## src/rtl/digital_lock_param_pkg.sv

```systemverilog
// Shared types and constants for the parametrised passcode lock.
// Latency: n/a (declarations only).
// Backpressure: n/a.
// Contents: FSM state enum, 5-bit glyph codes for the SSD driver, led bit indices.
package lock_pkg;

  typedef enum logic [2:0] {
    S_LOCKED,
    S_ENTER_UNLOCK,
    S_UNLOCKED,
    S_ENTER_LOCK,
    S_ENTER_NEW,
    S_CONFIRM_NEW,
    S_LOCKOUT
  } state_t;

  // Glyph codes 0..15 are hex digits; the rest are fixed symbols.
  localparam logic [4:0] G_BLANK = 5'd16;
  localparam logic [4:0] G_DASH  = 5'd17;
  localparam logic [4:0] G_C     = 5'd18;
  localparam logic [4:0] G_L     = 5'd19;
  localparam logic [4:0] G_S     = 5'd20;
  localparam logic [4:0] G_D     = 5'd21;
  localparam logic [4:0] G_O     = 5'd22;
  localparam logic [4:0] G_P     = 5'd23;
  localparam logic [4:0] G_E     = 5'd24;
  localparam logic [4:0] G_N     = 5'd25;

  localparam int LED_LOCKED   = 0;
  localparam int LED_UNLOCKED = 1;
  localparam int LED_ENTRY    = 2;
  localparam int LED_CHANGE   = 3;
  localparam int LED_LOCKOUT  = 4;
  localparam int LED_FAIL     = 5;

endpackage

```

## src/rtl/digital_lock_param_if.sv

```systemverilog
// Button/switch inputs and display/status outputs of the passcode lock.
// Latency: n/a (wiring only).
// Backpressure: none; clr/ent/change are single-cycle pulses.
// Signals: clr, ent, change (pulses), sw (digit value), led[5:0], glyph (5 bits per position).
interface digital_lock_param_if #(
  parameter int DIGITS  = 4,
  parameter int DIGIT_W = 4
);
  logic                  clr;
  logic                  ent;
  logic                  change;
  logic [DIGIT_W-1:0]    sw;
  logic [5:0]            led;
  logic [5*DIGITS-1:0]   glyph;

  modport master (output clr, ent, change, sw, input led, glyph);
  modport slave  (input clr, ent, change, sw, output led, glyph);
endinterface

```

## src/rtl/digital_lock_param_tick_gen.sv

```systemverilog
// Free-running tick divider and blink phase for the lock display/lockout timer.
// Latency: tick is combinational from the counter; blink toggles on the edge after each tick.
// Backpressure: none.
// Ports: clk, rst (async, active-high), tick (1-cycle pulse every TICK_DIV clks), blink.
module lock_tick_gen #(
  parameter int TICK_DIV = 50_000_000
) (
  input  logic clk,
  input  logic rst,
  output logic tick,
  output logic blink
);
  localparam int CW = $clog2(TICK_DIV);

  logic [CW-1:0] cnt_q;

  assign tick = (cnt_q == CW'(TICK_DIV - 1));

  always_ff @(posedge clk or posedge rst) begin
    if (rst) begin
      cnt_q <= '0;
      blink <= 1'b0;
    end else if (tick) begin
      cnt_q <= '0;
      blink <= ~blink;
    end else begin
      cnt_q <= cnt_q + CW'(1);
    end
  end
endmodule

```

## src/rtl/digital_lock_param.sv

```systemverilog
// DIGITS-long passcode lock: unlock/relock by code, two-step password change, optional lockout.
// Latency: state moves on the edge sampling a pulse; led/glyph follow one cycle later.
// Backpressure: none; pulses not meaningful in the current state are dropped.
// Ports: clk, rst (async, active-high), bus (slave: clr/ent/change/sw in, led/glyph out).
// Build option: LOCK_LOCKOUT_EN adds the failed-try counter and LOCKOUT state.
module digital_lock_param
  import lock_pkg::*;
#(
  parameter int DIGITS        = 4,
  parameter int DIGIT_W       = 4,
  parameter int MAX_TRIES     = 3,
  parameter int LOCKOUT_TICKS = 10,
  parameter int TICK_DIV      = 50_000_000
) (
  input  logic                 clk,
  input  logic                 rst,
  digital_lock_param_if.slave  bus
);
  localparam int CW = DIGITS * DIGIT_W;
  localparam int IW = $clog2(DIGITS);

  state_t              state_q, state_d;
  logic [IW-1:0]       idx_q, idx_d;
  logic [CW-1:0]       ent_buf_q, ent_buf_d;
  logic [CW-1:0]       cand_q, cand_d;
  logic [CW-1:0]       pass_q, pass_d;
  logic                fail_q, fail_d;
  logic [CW-1:0]       code;
  logic [5:0]          led_q, led_d;
  logic [5*DIGITS-1:0] glyph_q, glyph_d;
  logic                tick, blink;

`ifdef LOCK_LOCKOUT_EN
  localparam int TW = $clog2(MAX_TRIES + 1);
  localparam int LW = $clog2(LOCKOUT_TICKS + 1);
  logic [TW-1:0] tries_q, tries_d;
  logic [LW-1:0] lock_cnt_q, lock_cnt_d;
`else
  // Without lockout the tick and its sizing parameters have no consumer.
  logic unused_cfg;
  assign unused_cfg = ^{tick, MAX_TRIES[0], LOCKOUT_TICKS[0]};
`endif

  // Left-aligned message, remaining positions blank.
  function automatic logic [5*DIGITS-1:0] msg(input logic [19:0] m);
    logic [5*DIGITS-1:0] r;
    for (int p = 0; p < DIGITS; p++) r[p*5 +: 5] = G_BLANK;
    r[5*DIGITS-1 -: 20] = m;
    return r;
  endfunction

  lock_tick_gen #(.TICK_DIV(TICK_DIV)) u_tick (
    .clk   (clk),
    .rst   (rst),
    .tick  (tick),
    .blink (blink)
  );

  // The final digit is compared straight from sw, so completion needs no extra cycle.
  always_comb begin
    code = ent_buf_q;
    code[(DIGITS-1)*DIGIT_W +: DIGIT_W] = bus.sw;
  end

  always_comb begin
    state_d   = state_q;
    idx_d     = idx_q;
    ent_buf_d = ent_buf_q;
    cand_d    = cand_q;
    pass_d    = pass_q;
    fail_d    = fail_q;
`ifdef LOCK_LOCKOUT_EN
    tries_d    = tries_q;
    lock_cnt_d = lock_cnt_q;
`endif
    case (state_q)
      S_LOCKED: begin
        if (bus.ent) begin
          state_d   = S_ENTER_UNLOCK;
          idx_d     = '0;
          ent_buf_d = '0;
        end
      end
      S_UNLOCKED: begin
        if (bus.change) begin
          state_d   = S_ENTER_NEW;
          idx_d     = '0;
          ent_buf_d = '0;
        end else if (bus.ent) begin
          state_d   = S_ENTER_LOCK;
          idx_d     = '0;
          ent_buf_d = '0;
        end
      end
      S_ENTER_UNLOCK, S_ENTER_LOCK, S_ENTER_NEW, S_CONFIRM_NEW: begin
        if (bus.clr) begin
          idx_d     = '0;
          ent_buf_d = '0;
        end else if (bus.ent) begin
          if (idx_q != IW'(DIGITS - 1)) begin
            ent_buf_d[int'(idx_q)*DIGIT_W +: DIGIT_W] = bus.sw;
            idx_d = idx_q + IW'(1);
          end else begin
            idx_d     = '0;
            ent_buf_d = '0;
            case (state_q)
              S_ENTER_UNLOCK: begin
                if (code == pass_q) begin
                  state_d = S_UNLOCKED;
                  fail_d  = 1'b0;
`ifdef LOCK_LOCKOUT_EN
                  tries_d = '0;
`endif
                end else begin
                  fail_d  = 1'b1;
                  state_d = S_LOCKED;
`ifdef LOCK_LOCKOUT_EN
                  tries_d = tries_q + TW'(1);
                  if (tries_d == TW'(MAX_TRIES)) begin
                    state_d    = S_LOCKOUT;
                    lock_cnt_d = '0;
                  end
`endif
                end
              end
              S_ENTER_LOCK: state_d = (code == pass_q) ? S_LOCKED : S_UNLOCKED;
              S_ENTER_NEW: begin
                cand_d  = code;
                state_d = S_CONFIRM_NEW;
              end
              default: begin
                if (code == cand_q) pass_d = cand_q;
                state_d = S_UNLOCKED;
              end
            endcase
          end
        end
      end
`ifdef LOCK_LOCKOUT_EN
      S_LOCKOUT: begin
        // Counter is not re-phased on entry, so the first tick may come early.
        if (tick) begin
          if (lock_cnt_q == LW'(LOCKOUT_TICKS - 1)) begin
            state_d    = S_LOCKED;
            tries_d    = '0;
            lock_cnt_d = '0;
          end else begin
            lock_cnt_d = lock_cnt_q + LW'(1);
          end
        end
      end
`endif
      default: state_d = S_LOCKED;
    endcase
  end

  always_comb begin
    glyph_d = msg({G_C, G_L, G_S, G_D});
    led_d   = '0;
    led_d[LED_FAIL] = fail_q;
    case (state_q)
      S_LOCKED:   led_d[LED_LOCKED] = 1'b1;
      S_UNLOCKED: begin
        led_d[LED_UNLOCKED] = 1'b1;
        glyph_d = msg({G_O, G_P, G_E, G_N});
      end
      S_LOCKOUT: begin
`ifdef LOCK_LOCKOUT_EN
        led_d[LED_LOCKOUT] = 1'b1;
`endif
        for (int p = 0; p < DIGITS; p++)
          glyph_d[(DIGITS-1-p)*5 +: 5] = blink ? G_BLANK : G_DASH;
      end
      default: begin
        led_d[LED_ENTRY]  = 1'b1;
        led_d[LED_CHANGE] = (state_q == S_ENTER_NEW) || (state_q == S_CONFIRM_NEW);
        for (int p = 0; p < DIGITS; p++) begin
          if (p < int'(idx_q))
            glyph_d[(DIGITS-1-p)*5 +: 5] = G_DASH;
          else if (p == int'(idx_q))
            glyph_d[(DIGITS-1-p)*5 +: 5] = blink ? G_BLANK : 5'(bus.sw);
          else
            glyph_d[(DIGITS-1-p)*5 +: 5] = G_BLANK;
        end
      end
    endcase
  end

  always_ff @(posedge clk or posedge rst) begin
    if (rst) begin
      state_q   <= S_LOCKED;
      idx_q     <= '0;
      ent_buf_q <= '0;
      cand_q    <= '0;
      pass_q    <= '0;
      fail_q    <= 1'b0;
      led_q     <= 6'b000001;
      glyph_q   <= msg({G_C, G_L, G_S, G_D});
`ifdef LOCK_LOCKOUT_EN
      tries_q    <= '0;
      lock_cnt_q <= '0;
`endif
    end else begin
      state_q   <= state_d;
      idx_q     <= idx_d;
      ent_buf_q <= ent_buf_d;
      cand_q    <= cand_d;
      pass_q    <= pass_d;
      fail_q    <= fail_d;
      led_q     <= led_d;
      glyph_q   <= glyph_d;
`ifdef LOCK_LOCKOUT_EN
      tries_q    <= tries_d;
      lock_cnt_q <= lock_cnt_d;
`endif
    end
  end

  assign bus.led   = led_q;
  assign bus.glyph = glyph_q;
endmodule

```

## src/flat_wrapper.sv

```systemverilog
// flat-port wrapper written by rule: the top's interface ports become plain ports
module digital_lock_param_flat import lock_pkg::*;
#(
  parameter int DIGITS        = 4,
  parameter int DIGIT_W       = 4,
  parameter int MAX_TRIES     = 3,
  parameter int LOCKOUT_TICKS = 10,
  parameter int TICK_DIV      = 50_000_000
)
  (clk, rst, bus_clr, bus_ent, bus_change, bus_sw, bus_led, bus_glyph);
  digital_lock_param_if #(.DIGITS(DIGITS), .DIGIT_W(DIGIT_W)) bus_i ();
  input  logic clk;
  input  logic rst;
  input wire logic [$bits(bus_i.clr)-1:0] bus_clr;
  input wire logic [$bits(bus_i.ent)-1:0] bus_ent;
  input wire logic [$bits(bus_i.change)-1:0] bus_change;
  input wire logic [$bits(bus_i.sw)-1:0] bus_sw;
  output wire logic [$bits(bus_i.led)-1:0] bus_led;
  output wire logic [$bits(bus_i.glyph)-1:0] bus_glyph;
  assign bus_i.clr = bus_clr;
  assign bus_i.ent = bus_ent;
  assign bus_i.change = bus_change;
  assign bus_i.sw = bus_sw;
  assign bus_led = bus_i.led;
  assign bus_glyph = bus_i.glyph;
  digital_lock_param #(.DIGITS(DIGITS), .DIGIT_W(DIGIT_W), .MAX_TRIES(MAX_TRIES), .LOCKOUT_TICKS(LOCKOUT_TICKS), .TICK_DIV(TICK_DIV)) u_core (.clk(clk), .rst(rst), .bus(bus_i));
endmodule
```

## config.mk

```make
export PLATFORM = sky130hd
export DESIGN_NAME = digital_lock_param_flat
export DESIGN_NICKNAME = d
export VERILOG_FILES = /design/src/rtl/digital_lock_param_pkg.sv /design/src/rtl/digital_lock_param_if.sv /design/src/rtl/digital_lock_param_tick_gen.sv /design/src/rtl/digital_lock_param.sv /design/src/flat_wrapper.sv
export SDC_FILE = /design/constraint.sdc
export NUM_CORES = 1
export LEC_CHECK = 0
export ABC_AREA = 1
export BUFFER_PORTS_ARGS = -buffer_cell sky130_fd_sc_hd__buf_2
export CORE_UTILIZATION = 45
export CTS_CLUSTER_DIAMETER = 120
export DETAILED_ROUTE_END_ITERATION = 16
export GPL_TIMING_DRIVEN = 1
export HOLD_SLACK_MARGIN = 0.06
export MAX_ROUTING_LAYER = met4
export PLACE_DENSITY = 0.71
export SYNTH_ARGS = -nofsm -noshare
export SYNTH_HDL_FRONTEND = slang
export SYNTH_HIERARCHICAL = 1
export SYNTH_SLANG_ARGS = --single-unit
```

## constraint.sdc

```tcl
create_clock -name clk -period 4 [get_ports clk]
set_input_delay 0.2 -clock clk [delete_from_list [all_inputs] [get_ports clk]]
set_output_delay 0.2 -clock clk [all_outputs]
set_load 0.1 [all_outputs]
```

==> results.yml <==
timing:
  finalSetupViolations: 0
  fin_crit_ns: 2.67
  clock_skew_ns: 0.0109
  slew-limit-headroom: 0.341
  slew_viol_final: 0
  finalSetupTns_ns: 0
  worst_slew_pin_slew_ns: 0.987
  finalCritPeriodShare: 0.668
  rsz0062_at_grt: "false"
  final_hold_viol_count: 0
  timing.final.ws_setup_ns: 1.33
  max_freq_ghz: 0.374
floorplanning:
  initial_core_util: 0.462
  die_x_microns: 110
  core_area_sq_um: 11400
  rows: 39
  dieArea_sq_um: 12100
  io_pins: 35
  die_y_microns: 110
setup_path:
  cp-start-kind: "flip-flop"
  arrival_ns: 2.88
  critical_path_class: "reg2reg"
  critPathLaunch: "u_core/idx_q[0]"
  path_max_fanout: 32
  r2r_setup_slack_ns: 1.33
  ff2ff_path_depth: 6
  cpMaxStageDelayCell: "nand4_2"
  worstPathCellList: "ha_1 > nand3_1 > nor4_2 > nand4_2 > nand2_1 > o21ai_2"
  endpoint_kind: "flip-flop"
  required_ns: 4.21
  slowest_delay_ns: 0.77
  r2r_start: "u_core/idx_q[0]"
  timing.rr.end: "u_core/pass_q[10]"
clock_tree:
  cts_max_path_buffers: 2
  htreeDepth: 3
  tritoncts: "built"
  cts_num_sinks: 102
  clk_latency_ns: 0.35
  post_cts_resized: 0
  path_clk_slew_ns: 0.07
  clockRootBuffer: "clkbuf_16"
  cts_inserted_buffers: 9
worst_hold_path:
  hold_start: "bus_clr"
  min_path_cells: 4
  hold_class: "in2reg"
  min_to: "u_core/idx_q[0]"
logic_synthesis:
  syn-num-nets: 671
  syn_area_sq_um: 5250
  syn_inst: 654
  avgSynthCellArea_sq_um: 8.03
  ys_warn_count: 6
global_routing:
  grt_max_degree: 42
  grt_pass1_wl_microns: 18500
  grt_pass1_vias: 4028
  gr-total-overflow: 0
  track_usage: 0.210
  antenna_found_initial: 0
power_and_ir_drop:
  pwr-share-comb: 0.392
  cellInternalPower_mw: 1.97
  total_power_mw: 3.55
  leakage_nw: 2.84
  irDropWorstVdd_v: 0.000835
  p_seq_frac: 0.358
  p_switching_mw: 1.58
  swShare: 0.446
  powerDensity_nw_per_um2: 607
  power_frac_clock: 0.250
detailed_routing:
  drt-pass1-iter-count: 5
  drtIter0Drc: 261
  via_per_inst: 5.05
  drc: 0
  wl_per_cell_microns: 13.2
  route.vias.total: 4231
  totalWireLength_microns: 11100
  ant_nets: 0
place:
  port_buffers: 33
  hpwlAfterDp_microns: 8100
  gp_congestion: 0.915
  place_ws_ns: 1.39
  dpl-instance-area_sq_um: 5530
outcome:
  status: "completed"
cells_and_area:
  finish.instance_area_sq_um: 5850
  syn_to_final_growth_pct: 11.4
  drive_gt1_frac: 0.147
  num-nets-final: 707
  num_antenna_cells: 0
flow_run:
  drv_cap: 0
==> layout make-up <==
class,instances,area [sq um]
fillers,1077,5520
flip-flops and latches,102,2570
repair buffers,35,183
clock buffers,13,260
clock inverters,3,43.8
well taps,143,179
multi-input cells,445,2250
inverters,97,365
==> per-stage QoR <==
stage,utilization,hold WS [ns],instances
5_1_grt,0.514,0.223,838
3_3_place_gp,0.487,0.404,821
3_5_place_dp,0.487,0.391,821
4_1_cts,0.514,0.211,838
6_report,0.514,0.222,838
2_1_floorplan,-,0.253,654
==> flip-flops by register name (all words and copies together) (netlist names) <==
name,flops
u_core/cand_q,16
u_core/state_q,3
u_core/u_tick/cnt_q,26
u_core/u_tick/blink,1
u_core/idx_q,2
u_core/bus.led,5
u_core/fail_q,1
u_core/ent_buf_q,12
u_core/pass_q,16
u_core/bus.glyph,20
==> critical path, delay by kind of cell, from the launching register on <==
family          cells  cell delay [ns]
fa+ha+maj           1             0.29
flops               1             0.56
simple gates        4             1.59
compound gates      1             0.08
==> power by group through the flow <==
stage | clock network (mW) | registers, mW | logic (mW)
3_5_place_dp | 0 | 1.29 | 1.39
4_1_cts | 0.917 | 1.27 | 1.39
6_report | 0.889 | 1.27 | 1.39
5_1_grt | 0.960 | 1.29 | 1.49
3_3_place_gp | 0 | 1.28 | 1.38
2_1_floorplan | 0 | 1.92 | 0.533
==> worst max path at each step <==
stage               depth (start not counted)              endpoint  slack [ns]
floorplan                                   1  u_core/bus.glyph[12]        1.91
global placement                            6      u_core/pass_q[8]        1.52
detailed placement                          6     u_core/pass_q[10]        1.39
CTS                                         6     u_core/pass_q[10]        1.38
global route                                5     u_core/pass_q[11]        1.14
finish                                      6     u_core/pass_q[10]        1.33
==> cells in the final DEF, fill, tap and decap left out, types with 2 or more instances in the layout <==
master and count:
a21oi_1 7, buf_2 33, clkbuf_1 2, clkbuf_16 9, clkbuf_8 2, clkinv_2 2
dfrtp_1 91, dfstp_2 11, ha_1 8, inv_1 94, inv_2 2, nand2_1 180
nand2_2 4, nand3_1 32, nand3b_1 2, nor2_1 79, nor2_2 10, nor2_4 3
nor3_1 3, nor4_1 3, nor4_2 2, o21ai_0 36, o21ai_1 9, o21ai_2 16
o21bai_1 3, o22ai_1 18, xnor2_1 2, xor2_1 18
==> per-layer routing <==
metal	share of wire	track usage	wire (microns)
met5	0	-	0
met4	0.017	0.0819	187
met3	0.047	0.0553	526
met2	0.47	0.331	5200
met1	0.47	0.257	5180
==> repair_timing <==
action                                  4_1_cts  5_1_grt
endpoints found under the setup margin        0        0
hold endpoints to repair                     29        0
buffers inserted                              0        0
hold buffers                                  1        0
Note: power is estimated with default switching activity, not from simulation.
